===== src/rtl/reg_bank_pkg.sv =====
// Shared integer register-file types and defaults, used by decode, execute,
// writeback and the register bank itself.
package reg_bank_pkg;

  localparam int DEF_XLEN     = 32;
  localparam int DEF_NUM_REGS = 32;

  typedef logic [4:0]          r_t;
  typedef logic [DEF_XLEN-1:0] data_t;

  localparam r_t X0 = 5'd0;

endpackage


===== src/rtl/reg_bypass.sv =====
// Selects the value seen by one read port: same-edge writeback data or the stored
// register. Forwarding exists only when REG_WB_BYPASS_EN is defined.
module reg_bypass
  import reg_bank_pkg::*;
#(
  parameter int W = DEF_XLEN
) (
  input  r_t           rs_addr_i,
  input  r_t           rd_addr_i,
  input  logic         rd_wren_i,
  input  logic [W-1:0] rd_data_i,
  input  logic [W-1:0] reg_val_i,
  output logic [W-1:0] value_o
);

`ifdef REG_WB_BYPASS_EN
  logic hit;
  assign hit     = rd_wren_i && (rd_addr_i == rs_addr_i) && (rs_addr_i != X0);
  assign value_o = hit ? rd_data_i : reg_val_i;
`else
  // Without forwarding the reader sees the pre-write value; hazard logic must stall.
  logic unused_wb;
  assign unused_wb = ^{rs_addr_i, rd_addr_i, rd_wren_i, rd_data_i};
  assign value_o   = reg_val_i;
`endif

endmodule


===== src/rtl/reg_bank.sv =====
// Integer register file x0..x31: two registered read ports, one write port, x0 = 0.
// Optional same-edge writeback forwarding is enabled by defining REG_WB_BYPASS_EN.
module reg_bank
  import reg_bank_pkg::*;
#(
  parameter int XLEN     = DEF_XLEN,
  parameter int NUM_REGS = DEF_NUM_REGS
) (
  input  logic            clk,
  input  logic            rst_n,
  input  logic            stall,
  input  r_t              rs1_addr,
  input  logic            rs1_rden,
  input  r_t              rs2_addr,
  input  logic            rs2_rden,
  input  r_t              rd_addr,
  input  logic            rd_wren,
  input  logic [XLEN-1:0] rd_data,
  output logic [XLEN-1:0] rs1_data,
  output logic [XLEN-1:0] rs2_data
);

  localparam int AW = $clog2(NUM_REGS);

  function automatic logic in_range(input r_t a);
    return int'(a) < NUM_REGS;
  endfunction

  logic [XLEN-1:0] regs_q [NUM_REGS];
  logic            wr_ok;

  assign wr_ok = rd_wren && (rd_addr != X0) && in_range(rd_addr);

  always_ff @(posedge clk or negedge rst_n) begin
    if (!rst_n) begin
      for (int i = 0; i < NUM_REGS; i++) regs_q[i] <= '0;
    end else if (wr_ok) begin
      regs_q[rd_addr[AW-1:0]] <= rd_data;
    end
  end

  r_t              rs_addr   [2];
  logic            rs_rden   [2];
  logic [XLEN-1:0] rs_data_q [2];

  assign rs_addr[0] = rs1_addr;
  assign rs_addr[1] = rs2_addr;
  assign rs_rden[0] = rs1_rden;
  assign rs_rden[1] = rs2_rden;

  generate
    for (genvar gi = 0; gi < 2; gi++) begin : g_rd
      logic [XLEN-1:0] reg_val;
      logic [XLEN-1:0] byp_val;
      logic [XLEN-1:0] rs_data_d;

      assign reg_val = in_range(rs_addr[gi]) ? regs_q[rs_addr[gi][AW-1:0]] : '0;

      reg_bypass #(.W(XLEN)) u_bypass (
        .rs_addr_i (rs_addr[gi]),
        .rd_addr_i (rd_addr),
        .rd_wren_i (rd_wren),
        .rd_data_i (rd_data),
        .reg_val_i (reg_val),
        .value_o   (byp_val)
      );

      // A disabled read yields 0 rather than holding; only stall holds.
      assign rs_data_d = (rs_rden[gi] && (rs_addr[gi] != X0) && in_range(rs_addr[gi]))
                         ? byp_val : '0;

      always_ff @(posedge clk or negedge rst_n) begin
        if (!rst_n)      rs_data_q[gi] <= '0;
        else if (!stall) rs_data_q[gi] <= rs_data_d;
      end
    end
  endgenerate

  assign rs1_data = rs_data_q[0];
  assign rs2_data = rs_data_q[1];

endmodule


===== config.mk =====
export PLATFORM = sky130hd
export DESIGN_NAME = reg_bank
export DESIGN_NICKNAME = d
export VERILOG_FILES = /design/src/rtl/reg_bank_pkg.sv /design/src/rtl/reg_bypass.sv /design/src/rtl/reg_bank.sv
export SDC_FILE = /design/constraint.sdc
export NUM_CORES = 2
export LEC_CHECK = 0
export CORE_AREA = 2 2 300 302
export CTS_BUF_LIST = sky130_fd_sc_hd__clkbuf_8
export CTS_CLUSTER_SIZE = 14
export DETAILED_ROUTE_END_ITERATION = 10
export DIE_AREA = 0 0 302 304
export HOLD_SLACK_MARGIN = 0.03
export MAX_ROUTING_LAYER = met4
export PLACE_DENSITY_LB_ADDON = 0.25
export SYNTH_ARGS = -nofsm -noshare
export SYNTH_HDL_FRONTEND = slang
export SYNTH_SLANG_ARGS = --single-unit

===== constraint.sdc =====
create_clock -name clk -period 3.9 [get_ports clk]
set_input_delay 0.585 -clock clk [delete_from_list [all_inputs] [get_ports clk]]
set_output_delay 0.585 -clock clk [all_outputs]
set_load 0.005 [all_outputs]

# == After elaboration in Yosys (flattened, before gate mapping) ==
# Cells that the tools add are included.
# op_classes
reduce_logical,7
shift,0
n_mul,0
bitwise_logic,3
magnitude_cmp,4
n_addsub,0
div,0
muxes,11
eq_ne,0
# ops
cell,n
$bwmux 1024,1
$bmux 32 s5,2
$mux 32,7
$demux 32 s5,1
$ge 6x6->1 const B,3
$not 5->6,3
$reduce_bool 5->1,3
$lt 6x1->1 const B,1
$logic_and 1x1->1,4
# word_totals
ff_bits,1088
n_memories,0
rom_bits,0
latchBits,0
ramBits,0
word_cells,59

# == Depth between registers and ports, before layout ==
# logic_depth
ltp_word,6
ltp_mapped,9

# == Modules after synthesis ==
# A second synthesis with hierarchy kept.
# hier_totals
cells_unflattened,3868
area_unflattened_um2,56741.9
# by_module_without_submodules
module,area_each_um2,cells_each,instances
reg_bank,56261.5,3804,1
reg_bypass,240.2,32,2

# == Worst setup path before layout ==
# No wires, ideal clock.
# synth_path
path_kind,input-to-reg
from,input port rs1_addr[1]
to,"register rs_data_q, in the netlist rs1_data[21]"
stages,6
t_arrival_ns,2.061
n_path_buf,2
path_slack_ns,1.703
required_time_ns,3.764
path_cell_list,buf_4 > buf_2 > mux4_2 > mux2_2 > a221oi_1 > a221oi_1
# synth_via
elab_chain_len,5
elab_cells_between_ends,7
classes_between,mux: 4; bitwise: 1; reduce/logical: 2
# synth_rtl
element,line,text
from (decl),reg_bank.sv:12,"input r_t rs1_addr,"
$not 5->6 (implied by the code),reg_bank.sv:57,assign reg_val = in_range(rs_addr[gi]) ? regs_q[rs_addr[gi][AW-1:0]] : '0;
$bmux 32 s5,reg_bank.sv:57,
$mux 32 (implied by the code) (2 in series),reg_bank.sv:57,
$mux 32 *,reg_bank.sv:70,? byp_val : '0;
"to (signal, indexed assignment)",reg_bank.sv:74,else if (!stall) rs_data_q[gi] <= rs_data_d;
to (decl),reg_bank.sv:44,logic [XLEN-1:0] rs_data_q [2];
# Every way passes the cells marked *; elsewhere a longest branch is shown, timed or not. The select of a mux whose other input is x is not followed.
# A chain may end at the register's enable or synchronous reset.

# == Final worst setup path ==
# layout_path
from,"register rs_data_q, in the netlist rs1_data[16]"
to,output port rs1_data[16]
# layout_lines
element,line,text
to (decl),reg_bank.sv:19,"output logic [XLEN-1:0] rs1_data,"
# No word-level cell between the ends.

==> flow_summary.json <==
{
  "yosys.area.top_type": "dfrtp_1",
  "fp-row-count": 110,
  "cp-end-kind": "output port",
  "place_ws_ns": 0.899,
  "dpl.hpwl_um": 105000,
  "min_path_type": "primary input to flip-flop",
  "yosys-top-cells-area": "dfrtp_1 48%, mux2_2 21%, mux4_2 15%",
  "status": "complete, no violations",
  "overflow": 0,
  "cts_made_buffers": 177,
  "synthArstFlopShare_pct": 100,
  "dieArea_sq_um": 91800,
  "cap_viol_max_count": 0,
  "final_layout_size_suffix_gt1_share_pct": 46.3,
  "antenna_found_initial": 9,
  "layout_commonest_cell": "dfrtp_1",
  "grt_pass1_wl_um": 266000,
  "die_height_um": 304,
  "grt_max_degree": 98,
  "cts_tree": "yes",
  "wl_met2_um": 82900,
  "grt_pass1_vias": 39839,
  "path_max_fanout": 2,
  "setup_tns_ns": 0,
  "netlist_area_sq_um": 57300,
  "synth_cell_type_count": 55,
  "io_pins": 117,
  "syn_inst": 3999,
  "p_leak_uw": 0.0277,
  "core_area_sq_um": 89000,
  "yosysWarningCount": 0,
  "netlist.area_leader.share_pct": 47.5,
  "start_util_pct": 64.3,
  "nFillCells": 5833,
  "grt_use_total_pct": 41.0,
  "hold_viol": 0,
  "root_buffer": "clkbuf_8",
  "synth_edf_count": 0,
  "setup_ws_ns": 1.19,
  "ant_nets": 0,
  "place_area_sq_um": 59700,
  "period_needed_ns": 2.71,
  "routed_wl_um": 180000,
  "ir_drop_v": 0.000343,
  "fin_nets": 4058,
  "maxSlewHeadroom_pct": 21.7,
  "multi_input_area_sq_um": 28000,
  "wl_met1_um": 67900,
  "crit_family": "flip-flops",
  "max_freq_mhz": 369,
  "critPathBufInv": 1,
  "final_max_slew_viol_count": 0,
  "clock_sinks": 1088,
  "clk_pin_slew_ns": 0.07,
  "reg2reg_depth": 4,
  "max_stage_delay_ns": 0.65,
  "vias_per_cell": 7.37,
  "clkLatencyLatePin_ns": 0.87,
  "skew_ns": 0.0407,
  "dr.max_layer_used": "met4",
  "worstPathArrival_ns": 2.12,
  "finalCoreUtilization_pct": 71.1,
  "h-tree-depth": 4,
  "ys_ff_latch": 1088,
  "synth_nets": 4052,
  "cp_slowest_cell": "dfrtp_1",
  "first_pass_iters": 6,
  "route.met3.wl_um": 18200,
  "avgSynthCellArea_sq_um": 14.3,
  "drtIter0Drc": 5088,
  "register_area_sq_um": 27200,
  "finalSetupViolations": 0,
  "path_class": "flip-flop to output port",
  "grt_setup_unrepaired": "no",
  "final_cell_mix": "1088 x dfrtp_1, 1070 x mux2_2, 374 x mux4_2",
  "seq_area_frac_synth_pct": 47.5,
  "syn_to_final_growth_pct": 10.5,
  "final_area_sq_um": 63300,
  "tightest_slew_ns": 1.17,
  "route.detailed.drc": 0,
  "cts.path.max_buffers": 3,
  "place_congestion": 0.882,
  "path_cells": "clkdlybuf4s50_1",
  "port_buffers": 116,
  "period_share_pct": 69.4,
  "hold-path-cell-count": 3,
  "p_total_uw": 31200,
  "power_per_cell_area_nw_per_um2": 493,
  "synth_ff_type": "dfrtp_1",
  "die_x_um": 302,
  "critPathLaunchType": "flip-flop",
  "wl_per_cell_um": 33.7,
  "vias": 39349,
  "required_ns": 3.31,
  "path_depth": 1
}
[final cells by class]
class / count / area share (%)
diodes: 11 / 0.0435
clock buffers: 225 / 4.89
clock inverters: 99 / 0.773
inverters: 5 / 0.0296
multi-input cells: 2461 / 44.3
flip-flops and latches: 1088 / 43.0
well taps: 1176 / 2.32
repair buffers: 272 / 4.64
[where the power goes]
part           total (uW)  leakage [uW]  switching, uW  internal (uW)
clock network       10000       0.00210           4800           5210
logic                6240        0.0116           2520           3720
registers           15000        0.0140           1620          13400
[state kept, by name, indices dropped and copies added, names as in the netlist]
register,count
regs_q,1024
rs1_data,32
rs2_data,32
[synth_stat cells (21+ instances only)]
cell type  count
buf_2        102
dfrtp_1     1088
buf_6         28
o22a_1        21
mux2_2      1070
nand3_1       69
nor2_1        28
a21oi_1       79
nand2_1      149
a211oi_1      39
buf_1         59
clkbuf_1     206
buf_4         45
mux2i_1      251
mux4_2       374
o21ai_0       21
o22ai_1       57
a22oi_1       74
a221oi_1      68
[worst paths after layout]
check                              from  slack (ns)      endpoint
max                        rs1_data[16]        1.19  rs1_data[16]
min                         rs2_addr[3]        0.17  rs2_data[28]
max reg2reg                 regs_q[174]        1.92  rs1_data[14]
min reg2reg                regs_q[1014]        0.40  regs_q[1014]
max in group asynchronous         rst_n        2.39   regs_q[100]
min in group asynchronous         rst_n        0.33   regs_q[114]
[cells by family after synthesis]
group / share of synthesized area [%]
AND/OR/NAND/NOR: 2.95
flip-flops: 47.5
multiplexers: 40.3
AO/OA/AOI/OAI: 5.31
buffers and inverters: 3.93
[worst register-to-register path: cells and delay by family (launching register included)]
family / cells / cell delay (ns)
AO/OA/AOI/OAI: 2 / 0.68
flip-flops: 1 / 0.40
multiplexers: 2 / 0.75
[per-layer routing]
layer | vias up | global-route usage [%]
li1 | 15447 | -
met1 | 20743 | 53.9
met2 | 2477 | 60.1
met3 | 682 | 9.79
met4 | 0 | 21.0
met5 | - | -
[metrics by stage]
step                cells  hold slack (ns)
finish               5337            0.168
detailed placement   5001            0.388
global route         5335            0.133
CTS                  5326            0.114
global placement     5001            0.382
floorplan            3999            0.289
[timing repair]
action / in CTS / in global routing
hold buffers: 1 / 0
setup buffers: 0 / 0
hold endpoints to repair: 43 / 0
gates resized for setup: 0 / 0
Note: power is estimated with default switching activity, not from simulation.
